==> config.mk <==
export PLATFORM = sky130hd
export DESIGN_NAME = hazard_ctrl
export DESIGN_NICKNAME = d
export VERILOG_FILES = /design/src/rtl/hazard_pkg.sv /design/src/rtl/div_stall_ctrl.sv /design/src/rtl/hazard_ctrl.sv
export SDC_FILE = /design/constraint.sdc
export NUM_CORES = 1
export LEC_CHECK = 0
export BUFFER_PORTS_ARGS = -buffer_cell sky130_fd_sc_hd__buf_2
export CAP_MARGIN = 20
export CORE_ASPECT_RATIO = 1.4
export CORE_UTILIZATION = 40
export CTS_BUF_LIST = sky130_fd_sc_hd__clkbuf_8
export DETAILED_ROUTE_END_ITERATION = 8
export PLACE_DENSITY_LB_ADDON = 0.3
export SLEW_MARGIN = 0
export SYNTH_ARGS = -nofsm -noshare
export SYNTH_HDL_FRONTEND = slang
export SYNTH_SLANG_ARGS = --single-unit
==> constraint.sdc <==
create_clock -name clk -period 9.2 [get_ports clk]
set_input_delay 0.92 -clock clk [delete_from_list [all_inputs] [get_ports clk]]
set_output_delay 0.92 -clock clk [all_outputs]
set_load 0.1 [all_outputs]
==> src/rtl/hazard_pkg.sv <==
// Shared types and constants for the MIPS hazard unit and its divider stall controller.
package hazard_pkg;

  typedef enum logic [1:0] {
    IDLE = 2'd0,
    BUSY = 2'd1,
    DONE = 2'd2
  } div_state_e;

  localparam logic [1:0] FWD_RF = 2'b00;
  localparam logic [1:0] FWD_W  = 2'b01;
  localparam logic [1:0] FWD_M  = 2'b10;

endpackage

==> src/rtl/div_stall_ctrl.sv <==
// Divider occupancy FSM: IDLE -> BUSY for DIV_CYCLES cycles -> one DONE cycle.
// Start is refused during an exception; exception or reset aborts without a done pulse.
module div_stall_ctrl
  import hazard_pkg::*;
#(
  parameter int DIV_CYCLES = 32
) (
  input  logic clk_i,
  input  logic rst_i,
  input  logic div_start_i,
  input  logic except_i,
  output logic div_idle_o,
  output logic div_busy_o,
  output logic div_done_o
);

  localparam int CW = (DIV_CYCLES > 1) ? $clog2(DIV_CYCLES) : 1;
  localparam logic [CW-1:0] CNT_LOAD = CW'(DIV_CYCLES - 1);

  div_state_e    state_q;
  logic [CW-1:0] cnt_q;
  logic          done_q;

  always_ff @(posedge clk_i) begin
    if (rst_i) begin
      state_q <= IDLE;
      cnt_q   <= '0;
      done_q  <= 1'b0;
    end else begin
      done_q <= 1'b0;
      case (state_q)
        IDLE: begin
          if (div_start_i && !except_i) begin
            state_q <= BUSY;
            cnt_q   <= CNT_LOAD;
          end
        end
        BUSY: begin
          if (except_i) begin
            state_q <= IDLE;
            cnt_q   <= '0;
          end else if (cnt_q == '0) begin
            state_q <= DONE;
            done_q  <= 1'b1;
          end else begin
            cnt_q <= cnt_q - CW'(1);
          end
        end
        // a start still asserted here belongs to the divide that just finished
        DONE:    state_q <= IDLE;
        default: state_q <= IDLE;
      endcase
    end
  end

  assign div_idle_o = (state_q == IDLE);
  assign div_busy_o = (state_q == BUSY);
  assign div_done_o = done_q & ~rst_i;

endmodule

==> src/rtl/hazard_ctrl.sv <==
// 5-stage MIPS hazard unit: D/E forwarding selects, load-use/branch/divide stalls, M-stage exception flush.
// Forwarding, stall and flush are combinational; divider state and stall counter are registered.
module hazard_ctrl
  import hazard_pkg::*;
#(
  parameter int REG_AW     = 5,
  parameter int DIV_CYCLES = 32,
  parameter int CNT_W      = 32
) (
  input  logic              clk,
  input  logic              rst,
  input  logic [REG_AW-1:0] rsD,
  input  logic [REG_AW-1:0] rtD,
  input  logic              branchD,
  input  logic              jrD,
  input  logic [REG_AW-1:0] rsE,
  input  logic [REG_AW-1:0] rtE,
  input  logic [REG_AW-1:0] writeregE,
  input  logic              regwriteE,
  input  logic              memtoregE,
  input  logic              div_startE,
  input  logic [REG_AW-1:0] writeregM,
  input  logic              regwriteM,
  input  logic              memtoregM,
  input  logic              exceptM,
  input  logic [REG_AW-1:0] writeregW,
  input  logic              regwriteW,
  output logic              forwardaD,
  output logic              forwardbD,
  output logic [1:0]        forwardaE,
  output logic [1:0]        forwardbE,
  output logic              stallF,
  output logic              stallD,
  output logic              stallE,
  output logic              flushF,
  output logic              flushD,
  output logic              flushE,
  output logic              flushM,
  output logic              flushW,
  output logic              div_busy,
  output logic              div_done,
  output logic [CNT_W-1:0]  stall_cnt
);

  logic             lwstall, brstall, divstall, div_idle;
  logic             e_hit_d, m_hit_d;
  logic [CNT_W-1:0] stall_cnt_q, stall_cnt_d;

  div_stall_ctrl #(.DIV_CYCLES(DIV_CYCLES)) u_div (
    .clk_i       (clk),
    .rst_i       (rst),
    .div_start_i (div_startE),
    .except_i    (exceptM),
    .div_idle_o  (div_idle),
    .div_busy_o  (div_busy),
    .div_done_o  (div_done)
  );

  function automatic logic [1:0] fwd_e(input logic [REG_AW-1:0] r);
    if (r != '0 && r == writeregM && regwriteM) return FWD_M;
    if (r != '0 && r == writeregW && regwriteW) return FWD_W;
    return FWD_RF;
  endfunction

  assign forwardaD = (rsD != '0) && (rsD == writeregM) && regwriteM;
  assign forwardbD = (rtD != '0) && (rtD == writeregM) && regwriteM;
  assign forwardaE = fwd_e(rsE);
  assign forwardbE = fwd_e(rtE);

  assign lwstall  = memtoregE && (rtE != '0) && ((rtE == rsD) || (rtE == rtD));
  assign e_hit_d  = regwriteE && (writeregE != '0) && ((writeregE == rsD) || (writeregE == rtD));
  assign m_hit_d  = memtoregM && (writeregM != '0) && ((writeregM == rsD) || (writeregM == rtD));
  assign brstall  = (branchD || jrD) && (e_hit_d || m_hit_d);
  assign divstall = (div_idle && div_startE) || div_busy;

  // reset flushes every stage; an exception flushes all but W so the faulting-free older op retires
  always_comb begin
    stallF = 1'b0;
    stallD = 1'b0;
    stallE = 1'b0;
    flushF = 1'b0;
    flushD = 1'b0;
    flushE = 1'b0;
    flushM = 1'b0;
    flushW = 1'b0;
    if (rst) begin
      {flushF, flushD, flushE, flushM, flushW} = 5'b11111;
    end else if (exceptM) begin
      {flushF, flushD, flushE, flushM} = 4'b1111;
    end else begin
      stallF = lwstall || brstall || divstall;
      stallD = lwstall || brstall || divstall;
      stallE = divstall;
      flushE = (lwstall || brstall) && !divstall;
      flushM = divstall;
    end
  end

  assign stall_cnt_d = stall_cnt_q + CNT_W'(stallD);

  always_ff @(posedge clk) begin
    if (rst) stall_cnt_q <= '0;
    else     stall_cnt_q <= stall_cnt_d;
  end

  assign stall_cnt = stall_cnt_q;

endmodule

After elaboration in Yosys (flattened, before gate mapping). Cells that the tools add are included.

Add/sub/neg operators: 2. Equal/unequal tests: 16. Muxes and demuxes: 34. Bitwise logic cells: 3. Reduce and logical (&&, ||, !) cells: 44.

Operators with widths (number): $eq 5x5->1 (12); $add 32x1->32 (1); $reduce_bool 5->1 (6); $logic_and 1x1->1 (22); $mux 2 (11); $mux 1 (18); $mux 5 (3); $pmux 5 s2 (1); $logic_or 1x1->1 (8); $logic_not 5->1 (1); $sub 5x1->5 const B (1); $pmux 2 s2 (1); $ne 3x2->1 const B (1); $ne 3x3->1 const B (1); $reduce_and 3->1 (1); $reduce_or 3->1 (1); $eq 2x1->1 const B (1); $logic_not 1->1 (2); $logic_not 2->1 (1); $ne 2x1->1 const B (1); $not 1->1 (2); $reduce_and 2->1 (1); $reduce_bool 2->1 (1); $and 1x1->1 (1).

Flip-flop bits (word level): 40. Input port bits: 46. Output and inout bits: 48. Word-level logic and storage cells: 103.

Depth between registers and ports, before layout.
Depth after elaboration: 10. Mapped depth: 13. Depth with buffers taken out: 12.

Modules after synthesis. From an unflattened synthesis, not the netlist that was laid out.

Cells, all modules: 322. Area total of the unflattened synthesis: 2717.6 µm².

By module, submodules not included: hazard_ctrl (instances 1, cells an instance 276, area an instance 2289.7 µm², seq. area each 640.6 µm²); div_stall_ctrl (instances 1, cells an instance 46, area an instance 427.9 µm², seq. area each 160.2 µm²).

Least setup slack after synthesis. No wires, ideal clock.

Path type: input to output. Start point: in rtE[2]. End point: out forwardbE[0]. Data arrival time: 6.349 ns. Required time: 8.280 ns. Slack: 1.931 ns. Cell stages on the path: 5. Path buffers: 1. Path through: clkbuf_1 > or4_1 > nor2_1 > nor4_1 > nor4_1.

Longest elaborated chain between the ends: 7. Elaborated cells between the ends (all ways): 13. Those cells by class: eq/ne (2); mux (6); reduce/logical (5).

Ends and longest elaborated chain: start, declared (RTL line hazard_ctrl.sv:17) `input logic [REG_AW-1:0] rtE,`; $eq 5x5->1 or $reduce_bool 5->1 (tied branches) (RTL line hazard_ctrl.sv:61, hazard_ctrl.sv:60); $logic_and 1x1->1 (2 in a row) (RTL line hazard_ctrl.sv:61) `if (r != '0 && r == writeregW && regwriteW) return FWD_W;`; $mux 1 (2 in a row) (RTL line hazard_ctrl.sv:61); $mux 2 (RTL line hazard_ctrl.sv:62) `return FWD_RF;`; $mux 2 * (RTL line hazard_ctrl.sv:61); end, declared (RTL line hazard_ctrl.sv:31) `output logic [1:0] forwardbE,`.

Every way passes the cells marked *; elsewhere a longest branch is shown, timed or not. The select of a mux whose other input is x is not followed.

Final worst setup path.
Start point: in writeregM[2]. End point: reg stall_cnt_q[26], in the netlist stall_cnt[26].

Longest elaborated chain between the ends: 10. Elaborated cells between the ends (all ways): 13. Those cells by class: add/sub (1); eq/ne (2); mux (2); reduce/logical (8).

Ends and longest elaborated chain: start, declared (RTL line hazard_ctrl.sv:22) `input logic [REG_AW-1:0] writeregM,`; $eq 5x5->1 or $reduce_bool 5->1 (tied branches) (RTL line hazard_ctrl.sv:72) `assign m_hit_d = memtoregM && (writeregM != '0) && ((writeregM == rsD) || (writeregM == rtD));`; $logic_or 1x1->1 or $logic_and 1x1->1 (tied branches) (RTL line hazard_ctrl.sv:72); $logic_and 1x1->1 * (RTL line hazard_ctrl.sv:72); $logic_or 1x1->1 * (RTL line hazard_ctrl.sv:73) `assign brstall = (branchD || jrD) && (e_hit_d || m_hit_d);`; $logic_and 1x1->1 * (RTL line hazard_ctrl.sv:73); $logic_or 1x1->1 * (2 in a row) (RTL line hazard_ctrl.sv:92) `stallD = lwstall || brstall || divstall;`; $mux 1 * (RTL line hazard_ctrl.sv:88) `end else if (exceptM) begin`; $mux 1 * (RTL line hazard_ctrl.sv:86) `if (rst) begin`; $add 32x1->32 * (RTL line hazard_ctrl.sv:99) `assign stall_cnt_d = stall_cnt_q + CNT_W'(stallD);`; end signal, assigned (RTL line hazard_ctrl.sv:103) `else stall_cnt_q <= stall_cnt_d;`; end, declared (RTL line hazard_ctrl.sv:47) `logic [CNT_W-1:0] stall_cnt_q, stall_cnt_d;`.

Every way passes the cells marked *; elsewhere a longest branch is shown, timed or not. A chain may end at the register's enable or synchronous reset.

==> reports/qor.yml <==
status: "finished, final reports clean"
setup_violations: 0
syn_area_um2: 2590
worst_pin_slew_ns: 0.663
synthFlopType: "dfxtp_1"
dieWidth_um: 70.0
initialDrtViolationCount: 91
ys_async_sr_fraction_pct: 0
num_antenna_cells: 0
antenna_found_initial: 0
grt_max_degree: 40
gp_congestion: 0.867
holdWs_ns: 0.482
num_vias: 2448
io_pins: 94
dpl.hpwl_mm: 4.74
fmax_mhz: 266
clkTransAtPathRegs_ns: 0.08
cts_buffers: 5
switching_share_pct: 30.5
die-area_um2: 6810
post_cts_buffers: 0
synth-xor-area-share_pct: 24.7
avgSynthCellArea_um2: 8.17
worst_setup_path_end_kind: "flip-flop"
cts_resized: 0
cp.arrival_ns: 3.98
ant_nets: 0
remaining_drc_errors: 0
cap_violations: 0
cp.required_ns: 9.42
slew_violations: 0
tns_ns: 0
ys_seq_elements: 40
grt_setup_unrepaired: "false"
die_h_um: 97.2
synth_fa_ha_area_share_pct: 1.93
ir_worst_vdd_mv: 0.0713
ys_types: 41
relSlewSlack_pct: 55.8
slowest_stage: "nor4_4"
final_hold_viol_count: 0
fin_crit_ns: 3.76
grt_usage_pct: 17.8
drt-total-wl_mm: 5.98
final_cell_mix: "buf_2 (93), xnor2_1 (42), dfxtp_1 (40)"
yosys.area_share.simple_pct: 29.0
grt_pass1_wl_mm: 9.99
insertion_delay_ns: 0.29
final_common_cell: "buf_2"
pwr-share-clk_pct: 34.1
synth_mux_area_share_pct: 0
gr-total-overflow: 0
post_drt_wl_per_cell_um: 12.7
ys_seq_area_share_pct: 30.9
crit_chain: "buf_2 > xnor2_1 > nand3_1 > nor3_1 > o21ai_0 > a41oi_1 > ha_1 > ha_1 > inv_1 > nor4_4 > nand3_1 > or3_1 > a21oi_1"
grt_pass1_vias: 2303
ys_warn_count: 0
port_buffers: 93
start_util_pct: 41.4
layout-drive-gt1-share_pct: 27.6
core_um2: 6250
root_buffer: "clkbuf_8"
worstSetupStartpointType: "primary input"
cts_max_level: 2
p_switching_mw: 0.128
fin_skew_ns: 0.00709
cp_slowest_stage_delay_ns: 0.53
rows: 34
synthesis.nets: 367
hp-class: "flip-flop to flip-flop"
power.density_nw_per_um2: 133
syn_to_final_growth_pct: 21.7
synth-edff-count: 0
final_nets: 448
path_class: "primary input to flip-flop"
p_int_mw: 0.291
syn_inst: 317
share_comb_of_total_power_pct: 22.7
synth_top_family_by_area: "simple AND/OR/NAND/NOR gates"
leakagePower_nw: 1.37
vias_per_cell: 5.20
worstPathMaxFanout: 9
cts_tree: "yes"
max-clock-path-buffers: 2
synth-compound-area-share_pct: 8.60
power_frac_seq_pct: 43.2
drtPass1Iterations: 4
hold_buffers: 0
period_share_pct: 40.9
cts.sink_count: 40
-- power groups by stage --
| stage | Clock, mW | Combinational (mW) | Sequential, mW |
|---|---|---|---|
| after floorplan | 0 | 0.0682 | 0.187 |
| after global placement | 0 | 0.0947 | 0.185 |
| after detailed placement | 0 | 0.0954 | 0.185 |
| after CTS | 0.148 | 0.0956 | 0.181 |
| after global routing | 0.153 | 0.103 | 0.182 |
| final | 0.143 | 0.0949 | 0.181 |
-- synth_stat cells, types with 6 or more instances --
cell	instances	area share, %
nand4_1	10	2.4
nor2_1	37	5.4
inv_1	6	0.87
nand2_1	18	2.6
or3_1	8	1.9
nand3_1	20	3.9
a21oi_1	17	3.3
dfxtp_1	40	31
o21ai_0	11	2.1
xnor2_1	42	14
xor2_1	31	10
clkbuf_1	12	1.7
nor3_1	12	2.3
-- state kept, by name, indices dropped and copies added (netlist names) --
name           count
stall_cnt         32
u_div.done_q       1
u_div.state_q      2
u_div.cnt_q        5
-- layout make-up --
cell class | instances | area (um2)
Clock inverter | 3 | 42.5
Inverter | 6 | 22.5
Fill cell | 611 | 3100
Timing Repair Buffer | 93 | 465
Tap cell | 72 | 90.1
Clock buffer | 5 | 68.8
Multi-Input combinational cell | 252 | 1660
Sequential cell | 40 | 801
-- final timing paths --
kind,slack [ns],cells after the start,startpoint,endpoint
worst max-delay path,5.44,13,writeregM[2],stall_cnt[26]$_SDFF_PP0_
worst min register to register,0.48,2,stall_cnt[31]$_SDFF_PP0_,stall_cnt[31]$_SDFF_PP0_
worst max register to register,6.37,9,u_div.state_q[0]$_SDFFE_PP0P_,stall_cnt[26]$_SDFF_PP0_
worst min-delay path,0.48,2,stall_cnt[31]$_SDFF_PP0_,stall_cnt[31]$_SDFF_PP0_
-- metal layers --
| layer | part of all wire (%) | up-vias | track usage (%) | routed length, um |
|---|---|---|---|---|
| li1 | - | 1256 | - | - |
| met1 | 44 | 1098 | 22.3 | 2630 |
| met2 | 49 | 83 | 30.5 | 2930 |
| met3 | 4.8 | 11 | 2.80 | 288 |
| met4 | 2.2 | 0 | 6.46 | 132 |
| met5 | 0 | - | 0 | 0 |
-- critical path, delay by kind of cell --
kind            cells  cell delay (ns)
compound gates      3             0.67
buf+inv             2             0.26
xor+xnor            1             0.14
fa+ha+maj           2             0.52
simple gates        5             1.47
-- metrics by stage --
| step | util, % | std cells | power (mW) | instance area, um2 | setup WS [ns] |
|---|---|---|---|---|---|
| final | 50.4 | 471 | 0.419 | 3150 | 5.44 |
| after global routing | 50.4 | 471 | 0.438 | 3150 | 5.12 |
| after CTS | 50.4 | 471 | 0.424 | 3150 | 5.42 |
| after floorplan | - | 317 | 0.255 | 2590 | 1.93 |
| after global placement | 48.6 | 463 | 0.279 | 3040 | 5.28 |
| after detailed placement | 48.6 | 463 | 0.280 | 3040 | 5.15 |
-- logic make-up (layout without fill, tap and decap cells) --
family	after synthesis	after routing
adder cells (fa/ha/maj)	4	4
AND/OR/NAND/NOR	137	137
XOR/XNOR	73	73
flip-flops	40	40
buffers and inverters	25	107
AO/OA/AOI/OAI	38	38
Note: power is estimated with default switching activity, not from simulation.
